**config.mk**
```make
export PLATFORM = sky130hd
export DESIGN_NAME = id_operand_unit
export DESIGN_NICKNAME = d
export VERILOG_FILES = /design/src/rtl/id_operand_unit.sv
export SDC_FILE = /design/constraint.sdc
export NUM_CORES = 1
export LEC_CHECK = 0
export ABC_AREA = 1
export BUFFER_PORTS_ARGS = -buffer_cell sky130_fd_sc_hd__buf_2
export CELL_PAD_IN_SITES_DETAIL_PLACEMENT = 0
export CELL_PAD_IN_SITES_GLOBAL_PLACEMENT = 2
export CORE_ASPECT_RATIO = 1.5
export CORE_MARGIN = 4
export CORE_UTILIZATION = 23
export DETAILED_ROUTE_END_ITERATION = 10
export GPL_ROUTABILITY_DRIVEN = 0
export PLACE_DENSITY_LB_ADDON = 0.05
export SLEW_MARGIN = 20
export SYNTH_ARGS = -nofsm -noshare
export SYNTH_HDL_FRONTEND = slang
export SYNTH_SLANG_ARGS = --single-unit
```
**constraint.sdc**
```tcl
create_clock -name clk -period 3.5 [get_ports clk]
set_input_delay 0.525 -clock clk [delete_from_list [all_inputs] [get_ports clk]]
set_output_delay 0.525 -clock clk [all_outputs]
set_load 0.01 [all_outputs]
```
**src/rtl/id_operand_unit.sv**
```systemverilog
// Decode-stage operand unit: bypass forwarding of the two GPR read values,
// 16-bit immediate extension, branch-condition evaluation, and the ID/EX
// operand register that hands the operands to the execute stage.
module id_operand_unit (
    input  logic        clk,
    input  logic        rst,
    input  logic        flush,
    input  logic [37:0] mem_back,
    input  logic [37:0] wb_back,
    input  logic        use_mem_back,
    input  logic        use_wb_back,
    input  logic [4:0]  rs,
    input  logic [4:0]  rt,
    input  logic [31:0] rd1,
    input  logic [31:0] rd2,
    input  logic [15:0] imm,
    input  logic        extop,
    input  logic        exsign,
    input  logic [2:0]  branch_type,
    output logic [31:0] f_rd1,
    output logic [31:0] f_rd2,
    output logic [31:0] ext_b,
    output logic        branch_avail,
    output logic [31:0] ex_rd1,
    output logic [31:0] ex_rd2,
    output logic [31:0] ex_ext
);

    localparam int unsigned DW = 32;
    localparam int unsigned RW = 5;
    localparam int unsigned IW = 16;

    localparam logic [2:0] BR_NONE = 3'd0;
    localparam logic [2:0] BR_BEQ  = 3'd1;
    localparam logic [2:0] BR_BNE  = 3'd2;
    localparam logic [2:0] BR_BLEZ = 3'd3;
    localparam logic [2:0] BR_BGTZ = 3'd4;
    localparam logic [2:0] BR_BLTZ = 3'd5;
    localparam logic [2:0] BR_BGEZ = 3'd6;

    // Unpacked write-back bus fields
    logic          mem_we;
    logic [DW-1:0] mem_wd;
    logic [RW-1:0] mem_rw;
    logic          wb_we;
    logic [DW-1:0] wb_wd;
    logic [RW-1:0] wb_rw;

    assign mem_we = mem_back[37];
    assign mem_wd = mem_back[36:5];
    assign mem_rw = mem_back[4:0];
    assign wb_we  = wb_back[37];
    assign wb_wd  = wb_back[36:5];
    assign wb_rw  = wb_back[4:0];

    // A bus can forward only when enabled, writing, and not targeting r0
    logic mem_live;
    logic wb_live;

    assign mem_live = use_mem_back && mem_we && (mem_rw != RW'(0));
    assign wb_live  = use_wb_back  && wb_we  && (wb_rw  != RW'(0));

    // Forwarding mux for rs; MEM is the younger result and wins over WB
    always_comb begin
        f_rd1 = rd1;
        if (mem_live && (mem_rw == rs)) begin
            f_rd1 = mem_wd;
        end else if (wb_live && (wb_rw == rs)) begin
            f_rd1 = wb_wd;
        end
    end

    // Forwarding mux for rt; same priority as rs
    always_comb begin
        f_rd2 = rd2;
        if (mem_live && (mem_rw == rt)) begin
            f_rd2 = mem_wd;
        end else if (wb_live && (wb_rw == rt)) begin
            f_rd2 = wb_wd;
        end
    end

    // Immediate extension: load-upper, sign-extend or zero-extend
    always_comb begin
        ext_b = {{(DW-IW){1'b0}}, imm};
        if (extop) begin
            ext_b = {imm, {(DW-IW){1'b0}}};
        end else if (exsign) begin
            ext_b = {{(DW-IW){imm[IW-1]}}, imm};
        end
    end

    // Branch condition on forwarded operands, signed compares against zero
    logic signed [DW-1:0] s_rd1;
    assign s_rd1 = $signed(f_rd1);

    always_comb begin
        branch_avail = 1'b0;
        case (branch_type)
            BR_NONE: branch_avail = 1'b0;
            BR_BEQ:  branch_avail = (f_rd1 == f_rd2);
            BR_BNE:  branch_avail = (f_rd1 != f_rd2);
            BR_BLEZ: branch_avail = (s_rd1 <= $signed(DW'(0)));
            BR_BGTZ: branch_avail = (s_rd1 >  $signed(DW'(0)));
            BR_BLTZ: branch_avail = (s_rd1 <  $signed(DW'(0)));
            BR_BGEZ: branch_avail = (s_rd1 >= $signed(DW'(0)));
            default: branch_avail = 1'b0;
        endcase
    end

    // ID/EX operand register: reset dominates, flush clears, otherwise load
    always_ff @(posedge clk or posedge rst) begin
        if (rst) begin
            ex_rd1 <= '0;
            ex_rd2 <= '0;
            ex_ext <= '0;
        end else if (flush) begin
            ex_rd1 <= '0;
            ex_rd2 <= '0;
            ex_ext <= '0;
        end else begin
            ex_rd1 <= f_rd1;
            ex_rd2 <= f_rd2;
            ex_ext <= ext_b;
        end
    end

endmodule

```
==> results of run 1 <==
-- layout make-up --
class / instances / area (um2)
timing repair buffer: 517 / 3250
tap: 405 / 507
clock inverter: 7 / 73.8
multi-input combinational: 875 / 4120
clock buffer: 9 / 225
fill: 3569 / 20200
inverter: 155 / 587
sequential: 96 / 2400
antenna: 4 / 10.0
-- state kept, by name (all words and copies together) (netlist names) --
signal / cells
ex_ext: 32
ex_rd1: 32
ex_rd2: 32
-- logic make-up (layout without fill, tap and decap cells) --
kind of cell	count (synthesis)	after routing
xor gates and xnor gates	17	17
other	0	4
and+or+nand+nor	824	824
buffers and inverters	226	688
DFF	96	96
AOI/OAI and AO/OA	34	34
-- where the power goes --
group          total, uW  leakage [uW]  internal, uW  switching [uW]
Clock               1070      0.000140           507             567
Combinational       1050       0.00540           410             643
Sequential          1180       0.00125          1170            14.2
-- layer usage --
metal	routed length, um	part of all wire, %	vias up	track usage [%]
li1	-	-	4625	-
met1	15300	39	4264	24.5
met2	21000	53	296	39.4
met3	2390	6.0	48	5.02
met4	844	2.1	12	6.44
met5	92	0.23	-	0
-- worst paths after layout --
path / startpoint / endpoint / slack (ns)
worst max-delay path: wb_back[0] / branch_avail / 0.15
worst min-delay path: rst / ex_rd1[11] / 0.18
max in group asynchronous: rst / ex_rd2[25] / 2.56
min in group clk: imm[5] / ex_ext[5] / 0.39
-- cell usage in the layout, fill, tap and decap left out --
cell	count
nand2_1	446
buf_2	366
inv_1	146
buf_4	125
nor2_1	108
dfrtp_1	96
nand3_1	95
nand4_1	74
nand2_2	49
nor3_1	18
a21oi_1	17
buf_12	15
clkbuf_16	13
xor2_1	11
nor2_4	8
nor2_2	8
nand3_2	7
a21oi_2	7
o21ai_1	6
buf_6	6
diode_2	4
inv_2	4
xnor2_1	3
nand3_4	3
xnor2_2	3
or2_2	3
clkinv_1	3
inv_8	3
inv_4	2
nand2_4	2
o21ai_2	2
clkinvlp_4	2
nand3b_1	1
or2_1	1
and2_2	1
o21ai_0	1
a211oi_1	1
clkinv_8	1
clkinv_4	1
clkbuf_4	1
-- worst max-delay path: cells and delay by family --
family                 cells  cell delay (ns)
AND/OR/NAND/NOR           15             1.52
buffers and inverters      4             0.60
XOR/XNOR                   1             0.16
-- metrics by stage --
stage | setup TNS (ns) | hold WS (ns) | std cells
6_report | 0 | 0.178 | 2068
5_1_grt | -0.0135 | 0.204 | 2066
4_1_cts | 0 | 0.167 | 2041
3_5_place_dp | -0.0477 | 0.600 | 2025
3_3_place_gp | -0.0592 | 0.595 | 2025
2_1_floorplan | 0 | 0.653 | 1197
-- what timing repair did --
| action | CTS | global route |
|---|---|---|
| cloned | 0 | 5 |
| setup endpoints to repair | 1 | 1 |
| pin swaps | 0 | 27 |
| endpoints found under the hold margin | 0 | 0 |
| resized for setup | 2 | 54 |
| buffers inserted | 0 | 18 |
==> flow_summary.ini, run 1 <==
[clocking]
cts_sinks = 96
cts_tree = done
cts_inserted_buffers = 9
clockBufferDepth = 2
clk_pin_slew_ns = 0.10
cts-root-buf = clkbuf_16
hold_buffers = 0
htree_num_levels = 3

[yosys]
ys_ff_latch = 96
synth_seq_area_share_pct = 32.7
synth.avg_cell_area_um2 = 6.14
synthFlopType = dfrtp_1
synth.distinct_cells = 29
synth_compound_area_share_pct = 2.71
synth_top_area_cell = dfrtp_1
postSynthCellCount = 1197
synth_edf_count = 0
synthTopCellsByArea = dfrtp_1, nand2_1, inv_1, nand3_1, nand4_1
synth_top_area_share_pct = 32.7
synth_top_family_by_area = simple AND/OR/NAND/NOR gates
muxShareOfSynthArea_pct = 0
ys_warn_count = 0
synthArstFlopShare_pct = 100
synthTopCellsByCount = nand2_1, inv_1, nor2_1
synth_most_common_cell = nand2_1
syn_nets = 1373
yosys.area_share.simple_pct = 48.8
post_synth_instance_area_mm2 = 0.00735
synth_fa_ha_area_share_pct = 0
synth_xor_area_share_pct = 2.02

[sta]
finalHoldViolations = 0
min_period_ns = 3.35
finalSetupViolations = 0
tightestPinTransition_ns = 0.924
slew_headroom_pct = 38.2
finalWorstSetupSlack_ns = 0.147
max_freq_ghz = 0.298
slew_violations = 0
min_period_over_period_pct = 95.8

[power]
p_leak_uw = 0.00679
powerDensity_mw_per_mm2 = 296
vdd_drop_max_v = 0.000209
fin_total_pwr_uw = 3310

[global_route]
first_global_vias = 9286
overflow = 0
grtUsageTotal_pct = 21.4
grt_max_degree = 63
grt_pass1_wl_um = 56400
antenna_found_initial = 11

[placement]
place_area_mm2 = 0.0104
dp_hpwl_um = 30400
io_buffers = 368
place_ws_ns = -0.0477

[floorplan]
die-area_mm2 = 0.0350
fp.dieH_um = 227
core_area_mm2 = 0.0313
io_pins = 369
initial_core_util_pct = 23.5
die_w_um = 154
num_rows = 79

[worst_setup_path]
slowest_delay_ns = 0.23
crit_fanout = 6
slowest_stage = nand3_4
path_class = in2out
startpoint_type = input pin
end_kind = output pin
crit_path_cell_trace = buf_2, xnor2_2, nand2_2, nor2_4, nand3_4, buf_12, nand2_1, nand3_1, nand2_2, nand2_2, nor2_4, buf_4, nand2_1, nor2_4, nand2_1, nand3_1, nand2_1, nor2_2, nand2_2, buf_6
worstPathArrival_ns = 2.83
cp.required_ns = 2.97

[job]
cap_violations = 0

[finish]
nets = 1830
drive_above_1_share_pct = 38.1
design_area_mm2 = 0.0112
area_growth_pct = 51.9
fin_util_pct = 35.6

[status]
outcome = finished, final reports clean

[drt]
vias = 9245
drc_errors = 0
wl_um = 39600
vias_per_cell = 4.47
drtPass1Iterations = 5
routedWlPerCell_um = 19.1
drtIter0Drc = 409
detail-route-antenna-nets = 0

[min_path]
worstHoldPathType = in2async
Power figures use the tool's default switching activity.
==> inputs of run 2 (changes only) <==
Settings changed: RECOVER_POWER from default to 50.
==> flow_summary.ini, run 2 (synthesis results as in run 1) <==
[status]
outcome = finished with violations
violations = max-capacitance violations, max-slew violations

[finish]
area_growth_pct = 50.2
reg_top3 = ex_ext: 32 flops, ex_rd1: 32 flops, ex_rd2: 32 flops
drive_above_1_share_pct = 33.3
final_common_cell = nand2_1
n_fill_cell = 3604
final_cell_mix = nand2_1, buf_2, inv_1
nets = 1830

[floorplan]
initial_core_util_pct = 23.5
die-area_mm2 = 0.0350
num_rows = 79
core_area_mm2 = 0.0313
die_w_um = 154
io_pins = 369
fp.dieH_um = 227

[sta]
min_period_ns = 3.35
slew_headroom_pct = -89.3
tightestPinTransition_ns = 2.84
slew_violations = 152
finalSetupViolations = 0
finalHoldViolations = 0
hold_ws_ns = 0.386
fin_setup_tns_ns = 0
min_period_over_period_pct = 95.8
max_freq_ghz = 0.298

[clocking]
cts_inserted_buffers = 9
cts_sinks = 96
htree_num_levels = 3
clockBufferDepth = 2
cts_tree = done
cts-root-buf = clkbuf_16
clk_pin_slew_ns = 0.08

[worst_setup_path]
slowest_stage = nand3_4
worstPathArrival_ns = 2.83
startpoint_type = input pin
crit_end = branch_avail
cp-startpoint = wb_back[0]
slowest_delay_ns = 0.24
path_class = in2out
end_kind = output pin
crit_fanout = 6
crit_path_cell_trace = buf_2, xnor2_2, nand2_2, nor2_4, nand3_4, buf_12, nand2_1, nand3_1, nand2_2, nand2_2, nor2_4, buf_4, nand2_1, nor2_4, nand2_1, nand3_1, nand2_1, nor2_2, nand2_2, buf_6
cp.required_ns = 2.97

[min_path]
worstHoldPathType = in2reg
worstHoldPathCells = 3

[drt]
routedWlPerCell_um = 19.2
met3RoutedLength_um = 2380
wl_met1_um = 15400
drc_errors = 0
vias = 9249
drtPass1Iterations = 5
wl_um = 39700
drtIter0Drc = 360
vias_per_cell = 4.47
top_layer = met5
routed-wl-met2_um = 21100
detail-route-antenna-nets = 0

[power]
power_frac_comb_pct = 31.5
seq_power_share_pct = 35.9
clockPowerShare_pct = 32.6
powerDensity_mw_per_mm2 = 298
p_sw_uw = 1230
p_leak_uw = 0.00648
swShare_pct = 37.2
p_int_uw = 2070
vdd_drop_max_v = 0.000209

[global_route]
grt_max_degree = 63
overflow = 0
antenna_found_initial = 11
grtUsageTotal_pct = 21.4
grt_pass1_wl_um = 56400
first_global_vias = 9286

[job]
cap_violations = 3

[placement]
io_buffers = 368
dp_hpwl_um = 30400
[run 2: worst min-delay path by stage]
stage                       from    endpoint  slack, ns
after floorplan           imm[0]   ex_ext[0]       0.65
after global placement       rst   ex_ext[5]       0.59
after detailed placement     rst   ex_ext[6]       0.60
after CTS                    rst  ex_rd1[11]       0.17
after global routing      imm[7]   ex_ext[7]       0.38
final                     imm[8]   ex_ext[8]       0.39
[run 2: repair_timing]
| item | 4_1_cts | 5_1_grt |
|---|---|---|
| hold endpoints to repair | 0 | 0 |
| buffers inserted | 0 | 18 |
| endpoints found under the setup margin | 1 | 1 |
| hold buffers | 0 | 0 |
| resized for setup | 2 | 54 |
| gates cloned | 0 | 5 |
| pin swaps | 0 | 27 |
[run 2: worst max-delay path: cells and delay by family]
family | cells | cell delay [ns]
buffers and inverters | 4 | 0.61
xor gates and xnor gates | 1 | 0.16
and+or+nand+nor | 15 | 1.52
[run 2: power groups by stage]
| stage | sequential [uW] | clock, uW | combinational (uW) |
|---|---|---|---|
| 6_report | 1180 | 1070 | 1040 |
| 4_1_cts | 1180 | 1110 | 1030 |
| 2_1_floorplan | 1240 | 0 | 450 |
| 5_1_grt | 1190 | 1150 | 1150 |
| 3_3_place_gp | 1200 | 0 | 1030 |
| 3_5_place_dp | 1200 | 0 | 1030 |
[run 2: per-layer routing]
| metal | up-vias | global-route usage, % |
|---|---|---|
| met1 | 4271 | 24.5 |
| met3 | 44 | 5.02 |
| met4 | 12 | 6.44 |
| li1 | 4625 | - |
| met5 | - | 0 |
| met2 | 297 | 39.4 |
[run 2: through the flow]
step           area, um2  total power, uW  utilization (%)  instances  setup WS [ns]
4_1_cts            10700             3330             34.2       2041         0.0290
6_report           11000             3290             35.3       2068          0.147
2_1_floorplan       7350             1690                -       1197          0.470
3_3_place_gp       10400             2230             33.2       2025        -0.0592
5_1_grt            11000             3490             35.2       2066        -0.0135
3_5_place_dp       10400             2230             33.2       2025        -0.0477
[run 2: layout make-up]
cell class / count / area, um2 / area share, %
Sequential cell: 96 / 2400 / 21.7
Inverter: 155 / 586 / 5.30
Clock buffer: 9 / 225 / 2.04
Clock inverter: 7 / 73.8 / 0.668
Multi-Input combinational cell: 875 / 4120 / 37.3
Timing Repair Buffer: 517 / 3130 / 28.3
Antenna cell: 4 / 10.0 / 0.0906
Tap cell: 405 / 507 / 4.59
==> inputs of run 3 (changes only) <==
Settings changed: CORE_MARGIN 4 to default.
==> flow_summary.ini, run 3 (synthesis results as in run 1) <==
[worst_setup_path]
slowest_delay_ns = 0.21
path_class = in2out
path_delay_family = simple AND/OR/NAND/NOR gates
cp.required_ns = 2.97
crit_fanout = 7
slowest_stage = nor2_4
crit_path_cell_trace = buf_2, xnor2_1, nand2_2, nor2_4, nand3_4, buf_4, buf_12, nand2_2, nand3_2, nand2_2, buf_4, nand2_1, nand2_2, nand2_4, nor2_4, nand2_1, nor2_2, nand2_1, nand2_1, nand2_1, nand2_2, buf_2
startpoint_type = input pin
worstPathArrival_ns = 2.80
path_buf_inv = 5
end_kind = output pin

[clocking]
hold_buffers = 0
htree_num_levels = 3
cts_sinks = 96
cts-root-buf = clkbuf_16
cts_tree = done
clockBufferDepth = 2
cts_inserted_buffers = 9
clk_pin_slew_ns = 0.08

[min_path]
worstHoldPathCells = 3
hold_path_end = ex_ext[7]
worstHoldPathType = in2reg
hold_start = imm[7]

[placement]
io_buffers = 368
dp_hpwl_um = 30100
place_area_mm2 = 0.0103

[drt]
drc_errors = 0
vias_per_cell = 4.48
routedWlPerCell_um = 18.7
wl_um = 38200
drtPass1Iterations = 5
vias = 9167
detail-route-antenna-nets = 0
drtIter0Drc = 383

[sta]
min_period_ns = 3.32
slew_violations = 145
max_freq_ghz = 0.301
min_period_over_period_pct = 95.0
finalSetupViolations = 0
tightestPinTransition_ns = 2.55
slew_headroom_pct = -69.9
finalHoldViolations = 0
hold_ws_ns = 0.391

[global_route]
grtUsageTotal_pct = 22.9
first_global_vias = 9246
antenna_found_initial = 9
grt_max_degree = 97
overflow = 0
grt_pass1_wl_um = 55600

[floorplan]
num_rows = 79
die_w_um = 148
io_pins = 369
core_area_mm2 = 0.0312
die-area_mm2 = 0.0327
fp.dieH_um = 221
initial_core_util_pct = 23.5

[finish]
area_growth_pct = 47.3
final_cell_mix = nand2_1, buf_2, inv_1
n_fill_cell = 3628
fin_util_pct = 34.7
nets = 1808
drive_above_1_share_pct = 31.7
final_common_cell = nand2_1
design_area_mm2 = 0.0108
reg_top3 = ex_ext: 32 flops, ex_rd1: 32 flops, ex_rd2: 32 flops

[job]
cap_violations = 2

[power]
powerDensity_mw_per_mm2 = 301
p_leak_uw = 0.00637
vdd_drop_max_v = 0.000210
fin_total_pwr_uw = 3260

[status]
violations = max-capacitance violations, max-slew violations
outcome = finished with violations
[run 3: area by class of cell]
class / count / area (um2) / share of cell area, %
diodes: 4 / 10.0 / 0.0924
clock buffers: 10 / 239 / 2.21
clock inverters: 6 / 57.6 / 0.532
inverters: 155 / 586 / 5.41
multi-input cells: 875 / 4070 / 37.6
flip-flops and latches: 96 / 2400 / 22.2
well taps: 405 / 507 / 4.68
repair buffers: 495 / 2960 / 27.3
[run 3: worst max path at each step]
stage                     from      endpoint  slack (ns)  cells after the start
floorplan                  rst     ex_ext[0]        0.47                      1
global placement         rt[1]  branch_avail       -0.02                     20
detailed placement       rt[1]  branch_avail        0.02                     20
CTS                      rt[1]  branch_avail       0.007                     20
global route        wb_back[1]  branch_avail       -0.02                     23
finish              wb_back[0]  branch_avail        0.18                     22
[run 3: metal layers]
metal	part of all wire, %	up-vias	GRT usage [%]
met4	2.0	10	6.39
met2	53	310	43.0
li1	-	4586	-
met3	5.6	46	4.66
met5	0.18	-	0
met1	39	4215	25.5
[run 3: repair_timing]
| action | in CTS | in global routing |
|---|---|---|
| setup endpoints to repair | 0 | 1 |
| buffers inserted | 0 | 11 |
| gates resized for setup | 0 | 47 |
[run 3: where the power goes]
group	switching, uW	leakage, uW	total [uW]	internal [uW]
Clock	533	0.000141	1050	521
Sequential	16.1	0.00125	1180	1170
Combinational	639	0.00498	1020	385
[run 3: through the flow]
stage               instances  TNS, ns  setup WS, ns
floorplan                1197        0         0.470
global placement         2011  -0.0221       -0.0221
detailed placement       2011        0        0.0220
CTS                      2027        0       0.00678
global route             2045  -0.0190       -0.0190
finish                   2046        0         0.177
